### config.mk
export PLATFORM = sky130hd
export DESIGN_NAME = int_ctrl
export DESIGN_NICKNAME = d
export VERILOG_FILES = /design/src/rtl/int_ctrl.sv
export SDC_FILE = /design/constraint.sdc
export NUM_CORES = 1
export LEC_CHECK = 0
export BUFFER_PORTS_ARGS = -buffer_cell sky130_fd_sc_hd__buf_2
export CAP_MARGIN = 20
export CORE_MARGIN = 2
export CORE_UTILIZATION = 40
export CTS_CLUSTER_DIAMETER = 40
export DETAILED_ROUTE_END_ITERATION = 8
export GPL_ROUTABILITY_DRIVEN = 0
export PLACE_DENSITY = 0.71
export SETUP_SLACK_MARGIN = 0.3
export SYNTH_ARGS = -nofsm -noshare
export SYNTH_HDL_FRONTEND = slang
export SYNTH_SLANG_ARGS = --single-unit
export TNS_END_PERCENT = 10
### constraint.sdc
create_clock -name clk -period 1.45 [get_ports clk]
set_clock_uncertainty 0.05 [all_clocks]
set_input_delay 0 -clock clk [delete_from_list [all_inputs] [get_ports clk]]
set_output_delay 0 -clock clk [all_outputs]
set_load 0.01 [all_outputs]
### src/rtl/int_ctrl.sv
// int_ctrl: four-source edge-triggered interrupt controller for the single-cycle CPU.
// It latches rising edges on irq as pending and qualifies them with a per-source
// mask and a global enable. The highest-priority eligible source is taken: a
// one-cycle int_take strobe with int_vec. Further takes are held off until reti.
// Ports:
//   clk, reset        - system clock (rising edge), async active-high reset
//   irq[3:0]          - request lines, edge-triggered, bit 0 highest priority
//   mask_we, mask_in  - per-source enable register load
//   gie_set, gie_clr  - global enable set/clear (clear wins)
//   reti              - return-from-interrupt strobe from uc
//   int_take          - one-cycle entry strobe (PC <= int_vec, push return PC)
//   int_vec           - vector of the source being taken
//   int_id            - index of source taken / in service
//   in_service        - high from take until reti is accepted
//   pending           - pending register
//   ie                - effective enables, mask & {4{gie}}
module int_ctrl #(
  parameter int unsigned     PC_W     = 10,
  parameter logic [PC_W-1:0] VEC_BASE = PC_W'(1008)
) (
  input  logic            clk,
  input  logic            reset,
  input  logic [3:0]      irq,
  input  logic            mask_we,
  input  logic [3:0]      mask_in,
  input  logic            gie_set,
  input  logic            gie_clr,
  input  logic            reti,
  output logic            int_take,
  output logic [PC_W-1:0] int_vec,
  output logic [1:0]      int_id,
  output logic            in_service,
  output logic [3:0]      pending,
  output logic [3:0]      ie
);

  localparam int unsigned N_SRC = 4;
  localparam int unsigned ID_W  = 2;

  typedef enum logic [1:0] {
    S_IDLE    = 2'd0,
    S_TAKE    = 2'd1,
    S_SERVICE = 2'd2
  } state_e;

  state_e           state_q, state_d;
  logic [N_SRC-1:0] irq_prev_q;
  logic [N_SRC-1:0] pending_q, pending_d;
  logic [N_SRC-1:0] mask_q, mask_d;
  logic             gie_q, gie_d;
  logic [ID_W-1:0]  id_q, id_d;

  logic [N_SRC-1:0] rise;
  logic [N_SRC-1:0] elig;
  logic [N_SRC-1:0] clr;
  logic [ID_W-1:0]  sel;

  // Edge detect and eligibility use the values registered before this edge
  assign rise = irq & ~irq_prev_q;
  assign elig = pending_q & mask_q & {N_SRC{gie_q}};

  // Fixed priority: lowest index wins, so scan from the top down
  always_comb begin
    sel = '0;
    for (int i = N_SRC - 1; i >= 0; i--) begin
      if (elig[i]) sel = ID_W'(i);
    end
  end

  // Next-state logic for FSM, pending, mask and global enable
  always_comb begin
    state_d = state_q;
    id_d    = id_q;
    clr     = '0;
    unique case (state_q)
      S_IDLE: begin
        if (|elig) begin
          state_d = S_TAKE;
          id_d    = sel;
          clr     = N_SRC'(1) << sel;
        end
      end
      S_TAKE:    state_d = S_SERVICE;
      S_SERVICE: if (reti) state_d = S_IDLE;
      default:   state_d = S_IDLE;
    endcase

    // A new edge on the bit being cleared keeps it pending
    pending_d = (pending_q & ~clr) | rise;
    mask_d    = mask_we ? mask_in : mask_q;
    gie_d     = gie_clr ? 1'b0 : (gie_set ? 1'b1 : gie_q);
  end

  // irq_prev resets high so lines held through reset are not seen as edges
  always_ff @(posedge clk or posedge reset) begin
    if (reset) begin
      state_q    <= S_IDLE;
      irq_prev_q <= '1;
      pending_q  <= '0;
      mask_q     <= '0;
      gie_q      <= 1'b0;
      id_q       <= '0;
    end else begin
      state_q    <= state_d;
      irq_prev_q <= irq;
      pending_q  <= pending_d;
      mask_q     <= mask_d;
      gie_q      <= gie_d;
      id_q       <= id_d;
    end
  end

  // Outputs are decodes of registered state only
  assign int_take   = (state_q == S_TAKE);
  assign in_service = (state_q == S_TAKE) || (state_q == S_SERVICE);
  assign int_id     = id_q;
  assign int_vec    = VEC_BASE + PC_W'({id_q, 2'b00});
  assign pending    = pending_q;
  assign ie         = mask_q & {N_SRC{gie_q}};

endmodule
# --- After elaboration in Yosys (flattened, before gate mapping) ---
# Index checks and enable logic that the tools add are counted.
# W data, S select, Z words.
op_classes:
  n_div: 0
  muxes: 11
  n_eq_ne: 4
  n_bitwise: 8
  reduce_logical: 6
  n_shift: 1
  n_addsub: 1
  n_mul: 0
  n_lt_le_gt_ge: 0
op_table:
  columns: ["cell", "count"]
  rows:
  - ["$and A4 B4 Y4", 5]
  - ["$mux W2", 6]
  - ["$mux W4", 2]
  - ["$not A4 Y4", 2]
  - ["$add A5 B5 Y6 const A", 1]
  - ["$pmux W2 S3", 1]
  - ["$ne A2 B2 Y1 const B", 2]
  - ["$or A4 B4 Y4", 1]
  - ["$reduce_and A2 Y1", 2]
  - ["$reduce_or A4 Y1", 1]
  - ["$shl A1 B2 Y4 const A", 1]
  - ["$eq A2 B1 Y1 const B", 1]
  - ["$eq A2 B2 Y1 const B", 1]
  - ["$logic_not A2 Y1", 1]
  - ["$mux W1", 2]
  - ["$reduce_bool A2 Y1", 1]
  - ["$logic_or A1 B1 Y1", 1]
word_totals:
  out_inout_bits: 22
  latch_bits: 0
  elab_cells: 37
  mem_bits_ro: 0
  in_bits: 14
  ff_bits: 17
  ramBits: 0
  n_memories: 0

# --- Longest topological paths before layout ---
depth:
  ltp_word: 12
  ltp_mapped: 7

# --- Worst setup path before layout ---
# OpenSTA, ideal clock, no wires.
synth_path:
  path_type: "flip-flop to flip-flop"
  from: "reg state_q[0]"
  to: "reg id_q[0], in the netlist int_id[0]"
  path_slack_ns: 0.076
  setup_time_ns: 0.125
  path_buffers: 1
  required_time_ns: 1.275
  t_arrival_ns: 1.199
  path_stages_with_launch: 7
  cell_sequence: "dfrtp_1 -> inv_1 -> ha_1 -> and2_4 -> buf_6 -> nand2_2 -> mux2_4"
synth_between:
  elab_chain_cells: 2
synth_lines:
  columns: ["element", "line", "text"]
  rows:
  - ["start: declaration", "46", "state_e state_q, state_d;"]
  - ["start signal: assignment", "104", "state_q <= state_d;"]
  - ["$logic_not A2 Y1", "75", "unique case (state_q)"]
  - ["$reduce_and A2 Y1 (no line)", null, null]
  - ["end signal: assignment", "109", "id_q <= id_d;"]
  - ["end: declaration", "51", "logic [ID_W-1:0] id_q, id_d;"]
# No other way between the ends.
# A chain may end at the register's enable or synchronous reset.

# --- Worst setup path after layout ---
layout_path:
  from: "reg state_q[1]"
  to: "reg id_q[0], in the netlist int_id[0]"
# The elaborated chain is that of the path after synthesis.

==> out/metrics.cfg <==
[setup_path]
cp-end-kind = flip-flop
cp_data_required_time_ns = 1.59
worstPathMaxFanout = 6
crit_arrival_ns = 1.50
criticalPathCategory = reg -> reg
startpoint_type = flip-flop

[logic_synthesis]
synth.distinct_cells = 27
synthArstFlopShare_pct = 100
synth_common_cells = dfrtp_1 (13), buf_4 (11), nand2_1 (9)
synth_xor_area_share_pct = 0
synth.most_common_cell = dfrtp_1
synthMuxAreaShare_pct = 6.81
synth_top_family_by_area = simple AND/OR/NAND/NOR gates
synth_simple_gate_area_share_pct = 15.3
synth_area_leaders = dfrtp_1 (37%), dfstp_2 (12%), buf_4 (9.4%)
ys_ff_latch = 17
syn_area_per_cell_um2 = 10.4
synth_edf_count = 0
synthCells = 85
yosysTopAreaCell = dfrtp_1
ys_seq_area_share_pct = 48.8
synthFlopType = dfrtp_1
syn_area_um2 = 882
synth_fa_ha_area_share_pct = 4.26
synth-compound-area-share_pct = 9.93
synth_top_area_share_pct = 36.9
yosysWarnings = 0

[floorplan]
rows = 17
io_pins = 36
die_area_um2 = 2600
core_area_um2 = 2150
die_h_um = 51.0
die_w_um = 51.0
start_util_pct = 41.1

[clock_network]
clock-sinks = 17
htreeDepth = 1
clk_latency_ns = 0.29
cts_tree = built
cts_inserted_buffers = 3
cts_root_buf = clkbuf_4
clock_path_buffers = 2
cts.reportedPaths.clkPinSlew_ns = 0.09

[power]
p_per_area_nw_per_um2 = 1350
switchingPower_mw = 0.616
leakage_nw = 0.638
ir_drop_uv = 711
combPwrFrac_pct = 46.7
switching_share_pct = 36.1
total_power_mw = 1.71
p_int_mw = 1.09
power_frac_seq_pct = 38.5
clock_power_share_pct = 14.8

[final_layout]
layout-drive-gt1-share_pct = 43.3
finalNetCount = 152
diodes = 0
area_growth_pct = 43.1

[detailed_routing]
drtIter0Drc = 10
drt-vias-per-instance = 4.39
firstDrtPassIters = 4
routedWlPerCell_um = 11.4
num_vias = 711
wirelength_mm = 1.85
ant_nets = 0
drc_errors = 0

[status]
status = complete, no violations

[timing]
post-route-min-period_ns = 1.36
tns_ns = 0
tightestPinTransition_ns = 0.618
maxSlewViolCount = 0
min_period_over_period_pct = 93.8
finalHoldViolCount = 0
hold_ws_ns = 0.0499
max-slew-margin-rel_pct = 58.8
max_freq_ghz = 0.735
rsz0062_at_grt = yes
finalSetupViolations = 0

[placed_design]
port_buffers = 27
dpl.hpwl_mm = 1.23

[global_routing]
grt_pass1_vias = 658
grt_pass1_wl_mm = 2.83
grt_overflow = 0
antenna_found_initial = 0
grt_max_degree = 18
grt_util_all_layers_pct = 14.7

[job]
max_cap_violations = 0

[min_path]
hp-class = in -> reg

repair_timing:
action / 4_1_cts / 5_1_grt
cloned: 0 / 0
pin swaps: 6 / 2
endpoints found under the hold margin: 26 / 0
resized for setup: 2 / 4
hold buffers: 12 / 0
setup endpoints to repair: 10 / 13
buffers inserted: 7 / 3
flip-flops by register name, summed over array words and instances (netlist names):
signal	count
irq_prev_q	4
mask_q	4
pending	4
int_id	2
state_q	2
gie_q	1
layout by cell type, fill, tap and decap left out, drive strengths merged:
cell,Yosys,routed
a22o,1,1
nand3,1,1
o21ai,5,5
conb,2,8
nor2,3,3
o311ai,1,1
a31oi,1,1
inv,8,8
a22oi,1,1
o31ai,1,1
nand4,2,2
dfstp,4,4
and2,6,6
dfrtp,13,13
a32oi,1,1
buf,12,39
a21oi,3,3
clkbuf,0,4
nand2b,1,1
dlygate4sd3,0,12
nand2,10,10
mux2,5,5
nand3b,1,1
ha,3,3
per-layer routing:
layer	global-route usage, %	wire [um]	vias up
met5	0	0	-
met4	4.50	11	0
li1	-	-	358
met2	24.7	889	28
met1	16.7	822	322
met3	6.73	130	3
critical path: stages (launching register included):
cell and delay (ns):
dfrtp_1 0.44, inv_2 0.11, ha_4 0.14, and2_4 0.17, nand2_2 0.06, mux2_4 0.29
worst paths after layout:
path | startpoint | to | cells after the start | slack, ns
max in group asynchronous | reset | pending[1] | 3 | 0.69
min reg2reg | irq_prev_q[2] | pending[2] | 1 | 0.46
min in group asynchronous | reset | int_id[1] | 3 | 0.26
max | state_q[1] | int_id[0] | 5 | 0.09
max reg2reg | state_q[1] | int_id[0] | 5 | 0.09
min | reti | state_q[0] | 4 | 0.05
cell type report:
cell class | count | area, um2
Tap cell | 28 | 35.0
Inverter | 8 | 30.0
Sequential cell | 17 | 430
Fill cell | 199 | 886
Multi-Input combinational cell | 54 | 395
Clock buffer | 4 | 26.3
Timing Repair Buffer | 51 | 345
power groups by stage:
stage | combinational, mW | clock, mW | sequential (mW)
6_report | 0.798 | 0.253 | 0.658
3_3_place_gp | 0.581 | 0 | 0.664
4_1_cts | 0.727 | 0.255 | 0.654
5_1_grt | 0.877 | 0.278 | 0.672
2_1_floorplan | 0.458 | 0 | 0.678
3_5_place_dp | 0.593 | 0 | 0.673
cells by family after synthesis:
logic type,count (synthesis)
fa+ha+maj,3
mux,5
simple gates,24
flops,17
buf+inv,20
other cells,2
compound gates,14
stage by stage:
step                      worst slack, ns  cells  instance area, um2  utilization, %
after global routing               0.0389    162                1260            58.8
after global placement              0.106    136                1010            46.9
after CTS                           0.126    159                1210            56.6
final                              0.0896    162                1260            58.8
after floorplan                     0.122     91                 917               -
after detailed placement           0.0512    136                1010            46.9
(Power assumes the default switching activity.)
